[src/rtl/sync_up_cntr_pkg.sv]
// Shared constants, the default count type and the width-to-maximum helper for sync_up_cntr.
package sync_up_cntr_pkg;

    localparam int DEFAULT_WIDTH = 4;

    typedef logic [DEFAULT_WIDTH-1:0] count_t;

    // Uses a 64-bit result so that a 32-bit counter does not overflow the shift.
    function automatic longint unsigned max_for_width(input int w);
        return (64'd1 << w) - 64'd1;
    endfunction

endpackage

[src/rtl/sync_up_cntr.sv]
// Synchronous modulo-(MAX_VAL+1) up counter with enable, clear, terminal-count and wrap flags.
// Define SYNC_UP_CNTR_LOAD_EN to add the saturating parallel-load port pair (load, load_val).
module sync_up_cntr
    import sync_up_cntr_pkg::*;
#(
    parameter int              WIDTH   = DEFAULT_WIDTH,
    parameter longint unsigned MAX_VAL = max_for_width(WIDTH)
) (
    input  logic             clk,
    input  logic             reset,
    input  logic             enable,
    input  logic             clear,
`ifdef SYNC_UP_CNTR_LOAD_EN
    input  logic             load,
    input  logic [WIDTH-1:0] load_val,
`endif
    output logic [WIDTH-1:0] count,
    output logic             tc,
    output logic             wrap
);

    if (WIDTH < 1 || WIDTH > 32 || MAX_VAL > max_for_width(WIDTH)) begin : g_bad_params
        $error("sync_up_cntr: WIDTH must be 1..32 and MAX_VAL must fit in WIDTH bits");
    end

    localparam logic [WIDTH-1:0] MAX_COUNT = MAX_VAL[WIDTH-1:0];

    logic at_max;

    // tc is gated by reset and clear because neither of those edges will produce a wrap.
    always_comb begin
        at_max = (count == MAX_COUNT);
        tc     = at_max && enable && reset && !clear;
    end

    always_ff @(posedge clk) begin
        if (!reset) begin
            count <= '0;
            wrap  <= 1'b0;
        end else if (clear) begin
            count <= '0;
            wrap  <= 1'b0;
        end
`ifdef SYNC_UP_CNTR_LOAD_EN
        else if (load) begin
            count <= (load_val > MAX_COUNT) ? MAX_COUNT : load_val;
            wrap  <= 1'b0;
        end
`endif
        else if (enable) begin
            if (at_max) begin
                count <= '0;
                wrap  <= 1'b1;
            end else begin
                count <= count + 1'b1;
                wrap  <= 1'b0;
            end
        end else begin
            wrap <= 1'b0;
        end
    end

    enable_known: assert property (@(posedge clk) reset |-> !$isunknown(enable))
        else $error("sync_up_cntr: enable is X/Z while out of reset");

endmodule

[config.mk]
export PLATFORM = sky130hd
export DESIGN_NAME = sync_up_cntr
export DESIGN_NICKNAME = d
export VERILOG_FILES = /design/src/rtl/sync_up_cntr_pkg.sv /design/src/rtl/sync_up_cntr.sv
export SDC_FILE = /design/constraint.sdc
export NUM_CORES = 1
export LEC_CHECK = 0
export CAP_MARGIN = 30
export CORE_AREA = 2 2 39 41
export DETAILED_ROUTE_END_ITERATION = 16
export DIE_AREA = 0 0 41 43
export HOLD_SLACK_MARGIN = 0.06
export PLACE_DENSITY = 0.5
export REMOVE_ABC_BUFFERS = 1
export SYNTH_ARGS = -nofsm -noshare
export SYNTH_HDL_FRONTEND = slang
export SYNTH_SLANG_ARGS = --single-unit
[constraint.sdc]
create_clock -name clk -period 2.25 [get_ports clk]
set_clock_uncertainty 0.05 [all_clocks]
set_input_delay 0.45 -clock clk [delete_from_list [all_inputs] [get_ports clk]]
set_output_delay 0.45 -clock clk [all_outputs]
set_load 0.01 [all_outputs]
# Yosys cells after proc, flatten, opt, wreduce, memory -nomap -nowiden
# Index checks and enable logic that the tools add are counted.
[classes]
reduce_logical = 6
n_eq_ne = 1
muxes = 2
n_addsub = 1
bitwise_logic = 2
[ops]
columns = ["op", "n"]
rows = [
  ["adder 4 x 1 -> 4 bit (second input constant)", 1],
  ["equality test 4 bit (second input constant)", 1],
  ["2-to-1 mux 4 bit", 1],
  ["logical AND 1 bit", 3],
  ["OR reduction 3 bit", 1],
  ["NOT 1 bit", 2],
  ["OR reduction 2 bit", 1],
  ["zero test 1 bit", 1],
  ["2-to-1 mux 1 bit", 1],
]
[word_totals]
regBits = 5
inputBits = 4
wordCells = 14

# Longest topological paths before layout
# Gate-level depths: netlist (run 1).
[depth]
depth_word = 4
depth_mapped = 4
mapped_depth_nobuf = 4

# Worst setup path after synthesis (run 1)
# Ideal clock, no wire load.
[synth_timing]
path_type = "flip-flop to output port"
from = "register count[0]"
to = "output port tc"
setup_slack_ns = 0.762
stages_incl_launch_ff = 4
path_buffers = 0
required_ns = 1.750
arrival_time_ns = 0.988
path_cell_list = "dfxtp_1 > ha_1 > nand4_1 > nor2_1"
[synth_via]
elab_chain_cells = 4
[synth_lines]
columns = ["item", "line", "rtl"]
rows = [
  ["start: declaration", "sync_up_cntr.sv:17", "output logic [WIDTH-1:0] count,"],
  ["start signal: assignment", "sync_up_cntr.sv:55", "count <= count + 1'b1;"],
  ["equality test 4 bit", "sync_up_cntr.sv:32", "at_max = (count == MAX_COUNT);"],
  ["logical AND 1 bit (3 in a row)", "sync_up_cntr.sv:33", "tc = at_max && enable && reset && !clear;"],
  ["end: declaration", "sync_up_cntr.sv:18", "output logic tc,"],
]
# Every way passes these cells.

# Final worst setup path (run 1)
[layout_timing]
from = "input port enable"
to = "output port tc"
[layout_via]
elab_chain_cells = 3
[layout_lines]
columns = ["item", "line", "rtl"]
rows = [
  ["start: declaration", "sync_up_cntr.sv:11", "input logic enable,"],
  ["logical AND 1 bit (3 in a row)", "sync_up_cntr.sv:33", ""],
]
# Every way passes these cells.

==> results of run 1 <==
## metrics by stage
step | setup WS (ns) | hold WS (ns)
after floorplan | 0.762 | 0.501
after global placement | 0.0220 | 0.512
after detailed placement | 0.0155 | 0.519
after CTS | 0.0126 | 0.517
after global routing | 0.343 | 0.545
final | 0.413 | 0.501
## power by group through the flow
stage | Sequential (mW) | Combinational [mW] | Clock (mW)
floorplan | 0.0936 | 0.00490 | 0
global route | 0.0910 | 0.0217 | 0.118
detailed placement | 0.0925 | 0.0201 | 0
finish | 0.0911 | 0.0199 | 0.104
CTS | 0.0909 | 0.0201 | 0.110
global placement | 0.0925 | 0.0200 | 0
## what timing repair did
action | 4_1_cts | 5_1_grt
resized for setup | 0 | 3
setup endpoints to repair | 0 | 1
hold buffers | 0 | 0
## cell type report
type	instances	area [um2]
fillers	147	990
multi-input cells	19	131
repair buffers	12	115
flip-flops and latches	5	101
clock buffers	4	26.3
well taps	16	20.0
## path summary, 6_finish.rpt
check / start / end / slack, ns / cells past startpoint
max: enable / tc / 0.41 / 4
min reg2reg: count[1] / count[1] / 0.50 / 2
max reg2reg: count[1] / count[0] / 1.27 / 4
min: count[1] / count[1] / 0.50 / 2
## placed cells by master, fill, tap and decap left out
master	Yosys	final
dfxtp_2	0	1
nand2_2	1	1
nor2_1	5	5
ha_2	0	1
a21oi_1	2	2
dfxtp_1	5	4
dlymetal6s2s_1	0	1
mux2i_1	1	1
xor2_1	1	1
nand3b_1	1	1
a41oi_2	1	1
clkdlybuf4s50_1	0	8
clkbuf_1	0	1
buf_4	0	3
nand4_1	1	1
nand3_1	2	2
nand2b_1	2	2
clkbuf_4	0	3
nor3_2	1	1
## worst min-delay path: stages (launching register included)
cell and delay [ns]:
dfxtp_2 0.34, mux2i_1 0.12, nor2_1 0.05
## synthesized netlist by cell type
cell,n,area [um2]
a21oi_1,2,10.0
a41oi_2,1,16.3
buf_6,1,11.3
dfxtp_1,5,100
ha_1,1,12.5
mux2i_1,1,10.0
nand2_2,1,6.26
nand2b_1,2,12.5
nand3_1,2,10.0
nand3b_1,1,7.51
nand4_1,1,6.26
nor2_1,5,18.8
nor3_2,1,10.0
xor2_1,1,8.76
## per-layer routing
layer	up-vias	track usage, %
met2	8	6.88
met4	0	4.00
met3	2	6.28
li1	118	-
met1	95	8.74
met5	-	0
## flip-flops by register name, indices dropped and copies added, names as in the netlist
name / count
wrap: 1
count: 4
## cell families after synthesis
kind of cell	count (synthesis)	share of synthesized area (%)
AND/OR/NAND/NOR	13	29.7
flip-flops	5	41.7
AO/OA/AOI/OAI	3	10.9
XOR/XNOR	1	3.65
buffers and inverters	1	4.69
multiplexers	1	4.17
adder cells (fa/ha/maj)	1	5.21
==> results_dict.tcl, run 1 <==
set metrics [dict create \
    drive_gt1_share_pct 27.5 \
    arrival_ns 1.34 \
    finalPower_mw 0.215 \
    wl_um 489 \
    num_vias 223 \
    ys_warn_count 0 \
    drcViolationCount 0 \
    critPathKind "primary input to output pin" \
    outcome "finished clean" \
    top_layer_used "met4" \
    cp-start-kind "primary input" \
    dieArea_um2 1760 \
    syn_inst 25 \
    clkLatencyLatePin_ns 0.24 \
    grt_util_all_layers_pct 6.74 \
    dr_wl_met3_um 41 \
    via_per_inst 3.98 \
    sw_frac_of_total_pct 21.1 \
    layout.cells.non_filler 56 \
    area.growth.synth_to_final_pct 64.1 \
    cts_tree "built" \
    slew_headroom_pct 85.4 \
    clock.fmax_mhz 544 \
    final_core_util_pct 28.5 \
    final_area_um2 394 \
    wl_per_cell_um 8.73 \
    layout.nets 46 \
    combPwrFrac_pct 9.3 \
    fin_crit_ns 1.84 \
    critPathBufInv 2 \
    drv_cap 0 \
    grt_pass1_vias 184 \
    worstMarginPinSlew_ns 0.219 \
    critPathTopFamily "buffers and inverters" \
    placementRows 14 \
    antenna_found_initial 0 \
    avgSynthCellArea_um2 9.61 \
    fin_tns_setup_ns 0 \
    setup_violations 0 \
    die_h_um 43 \
    start_util_pct 17.4 \
    clk_pin_slew_ns 0.05 \
    pwr-share-clk_pct 48.3 \
    final_hold_viol_count 0 \
    cts_buffer_depth 2 \
    placedCellCount 52 \
    yosysUniqueCellTypes 14 \
    detail-route-antenna-nets 0 \
    synth-seq-cells 5 \
    ys_seq_area_share_pct 41.7 \
    rsz0062_at_grt "false" \
    wl_met2_um 207 \
    io_pins 10 \
    grt_max_degree 7 \
    clk_root_buffer_cell "clkbuf_4" \
    die_w_um 41 \
    place_hpwl_um 366 \
    io_buffers 9 \
    p_leak_nw 0.154 \
    peakVddDrop_v 0.000235 \
    cp_max_fo 2 \
    min_path_type "flop to flop" \
    netlist_area_um2 240 \
    drt-initial-drc-count 1 \
    fin_crit_sh_pct 81.7 \
    p_int_mw 0.169 \
    dpl_cell_area_um2 362 \
    cp-end-kind "output pin" \
    crit_path_cell_trace "clkdlybuf4s50_1 -> nand4_1 -> nor2_1 -> dlymetal6s2s_1" \
    cts_setup_buffers 0 \
    numCtsBuffers 3 \
    p_seq_share_pct 42.4 \
    slew_viol_final 0 \
    max_stage_delay_ns 0.49 \
    worstPathRequired_ns 1.75 \
    p_per_area_nw_per_um2 545 \
    grt_pass1_wl_um 724 \
    slowest_stage "clkdlybuf4s50_1" \
    coreArea_um2 1380 \
    overflow 0 \
    drt_pre_antenna_iters 3 \
    htreeDepth 1 \
    clkSinkCount 5 \
    gp_congestion 0.730 \
    diodes 0 \
    p_sw_mw 0.0453 \
    wl_met1_um 229 \
]
Note: power is estimated with default switching activity, not from simulation.
==> run 2: changes to the inputs <==
- clock period: 2.25 -> 1.8 ns (I/O delays scaled with it)
==> run 2 against run 1 <==
Clock power increased by 27%. Largest power group unchanged. Critical path depth stayed put. Power rose by 27%. Via count is 10% higher.
==> results_dict.tcl, run 2 (synthesized netlist as in run 1, its figures left out) <==
set metrics [dict create \
    area.growth.synth_to_final_pct 74.0 \
    via_per_inst 4.10 \
    wl_per_cell_um 9.73 \
    cp-startpoint "enable" \
    fin_tns_setup_ns 0 \
    outcome "finished clean" \
    drive_gt1_share_pct 29.5 \
    peakVddDrop_v 0.000389 \
    grt_util_all_layers_pct 8.92 \
    reg_top3 "count: 4 flops, wrap: 1 flops" \
    die_w_um 41 \
    start_util_pct 17.4 \
    die_h_um 43 \
    dieArea_um2 1760 \
    overflow 0 \
    grt_max_degree 7 \
    clk_root_buffer_cell "clkbuf_4" \
    placementRows 14 \
    io_buffers 9 \
    layout.nets 50 \
    io_pins 10 \
    slew_headroom_pct 92.2 \
    p_leak_nw 0.161 \
    diodes 0 \
    timing.rr.end "count[2]" \
    cp-end-kind "output pin" \
    cp-start-kind "primary input" \
    cts_buffer_depth 2 \
    cp_max_fo 2 \
    layout_commonest_cell "clkdlybuf4s50_1" \
    rsz0062_at_grt "false" \
    dpl_cell_area_um2 392 \
    final_area_um2 418 \
    drcViolationCount 0 \
    grt_pass1_vias 248 \
    antenna_found_initial 0 \
    final_cell_mix "clkdlybuf4s50_1, buf_4, nor2_1, dfxtp_1, clkbuf_4" \
    clkLatencyLatePin_ns 0.24 \
    detail-route-antenna-nets 0 \
    grt_pass1_wl_um 1020 \
    num_vias 246 \
    r2r_slack_ns 0.74 \
    rr_startpoint "count[0]" \
    fillerInstances 154 \
    worstMarginPinSlew_ns 0.114 \
    hold_slack_ns 0.447 \
    clk_pin_slew_ns 0.05 \
    coreArea_um2 1380 \
    largest_reg_flops 4 \
    final_core_util_pct 30.2 \
    min_path_cells 2 \
    htreeDepth 1 \
    drt_pre_antenna_iters 2 \
    final_hold_viol_count 0 \
    gp_congestion 0.852 \
    drt-initial-drc-count 1 \
    clkSinkCount 5 \
    setup_violations 0 \
    finalPower_mw 0.272 \
    largest-register "count" \
    clock.fmax_mhz 567 \
    place_hpwl_um 457 \
    fin_crit_sh_pct 98.1 \
    hold_start "count[2]" \
    arrival_ns 1.36 \
    numCtsBuffers 3 \
    cts_tree "built" \
    critPathKind "primary input to output pin" \
    slew_viol_final 0 \
    p_per_area_nw_per_um2 651 \
    wl_um 584 \
    worstPathRequired_ns 1.39 \
    worst-r2r-cell-count 5 \
    drv_cap 0 \
    fin_crit_ns 1.77 \
    min_path_type "flop to flop" \
    min_to "wrap" \
]
run 2: changes by cell type in the layout (fill, tap and decap cells not counted), sizes merged:
cell and delta:
clkdlybuf4s15 +1, dlymetal6s2s -1, buf +4
run 2: what timing repair did:
item	CTS	global route
gates resized for setup	1	1
gates cloned	0	0
endpoints found under the setup margin	1	1
hold buffers	0	0
buffers inserted	0	0
pin swaps	0	0
run 2: stage by stage:
stage / setup slack [ns] / instances
finish: 0.0349 / 60
detailed placement: -0.268 / 56
floorplan: 0.402 / 24
global placement: -0.258 / 56
global route: 0.000359 / 60
CTS: 0.0128 / 60
run 2: cell type report:
cell class                      instances  area, um2  share of cell area, %
Timing Repair Buffer                   16        143                   34.1
Multi-Input combinational cell         19        129                   30.8
Clock buffer                            4       26.3                   6.29
Sequential cell                         5        100                   24.0
Tap cell                               16       20.0                   4.79
run 2: worst max-delay path by stage:
stage | to | slack [ns] | cells after the start
after global placement | tc | -0.26 | 4
after floorplan | tc | 0.40 | 3
after global routing | tc | 0.0004 | 4
after CTS | tc | 0.01 | 4
after detailed placement | tc | -0.27 | 4
final | tc | 0.03 | 4
run 2: per-layer routing:
| metal | global-route usage, % | wire length (um) | vias to the layer above |
|---|---|---|---|
| met1 | 11.2 | 237 | 108 |
| li1 | - | - | 125 |
| met5 | 0 | 0 | - |
| met3 | 6.28 | 56 | 2 |
| met4 | 4.00 | 21 | 0 |
| met2 | 11.3 | 268 | 11 |
run 2: where the power goes:
group	switching, mW	internal, mW	total (mW)
Sequential	0.000865	0.112	0.113
Combinational	0.0104	0.0158	0.0261
Clock	0.0484	0.0840	0.132
run 2: critical path, cell delays in order:
cell             delay [ns]
clkdlybuf4s50_1        0.48
nand4_1                0.11
nor2_1                 0.15
clkdlybuf4s15_1        0.26
==> run 3: changes to the inputs <==
- CAP_MARGIN: 30 -> not set
==> results of run 3 <==
No change in the layout: final DEF, timing and power equal those of run 2.
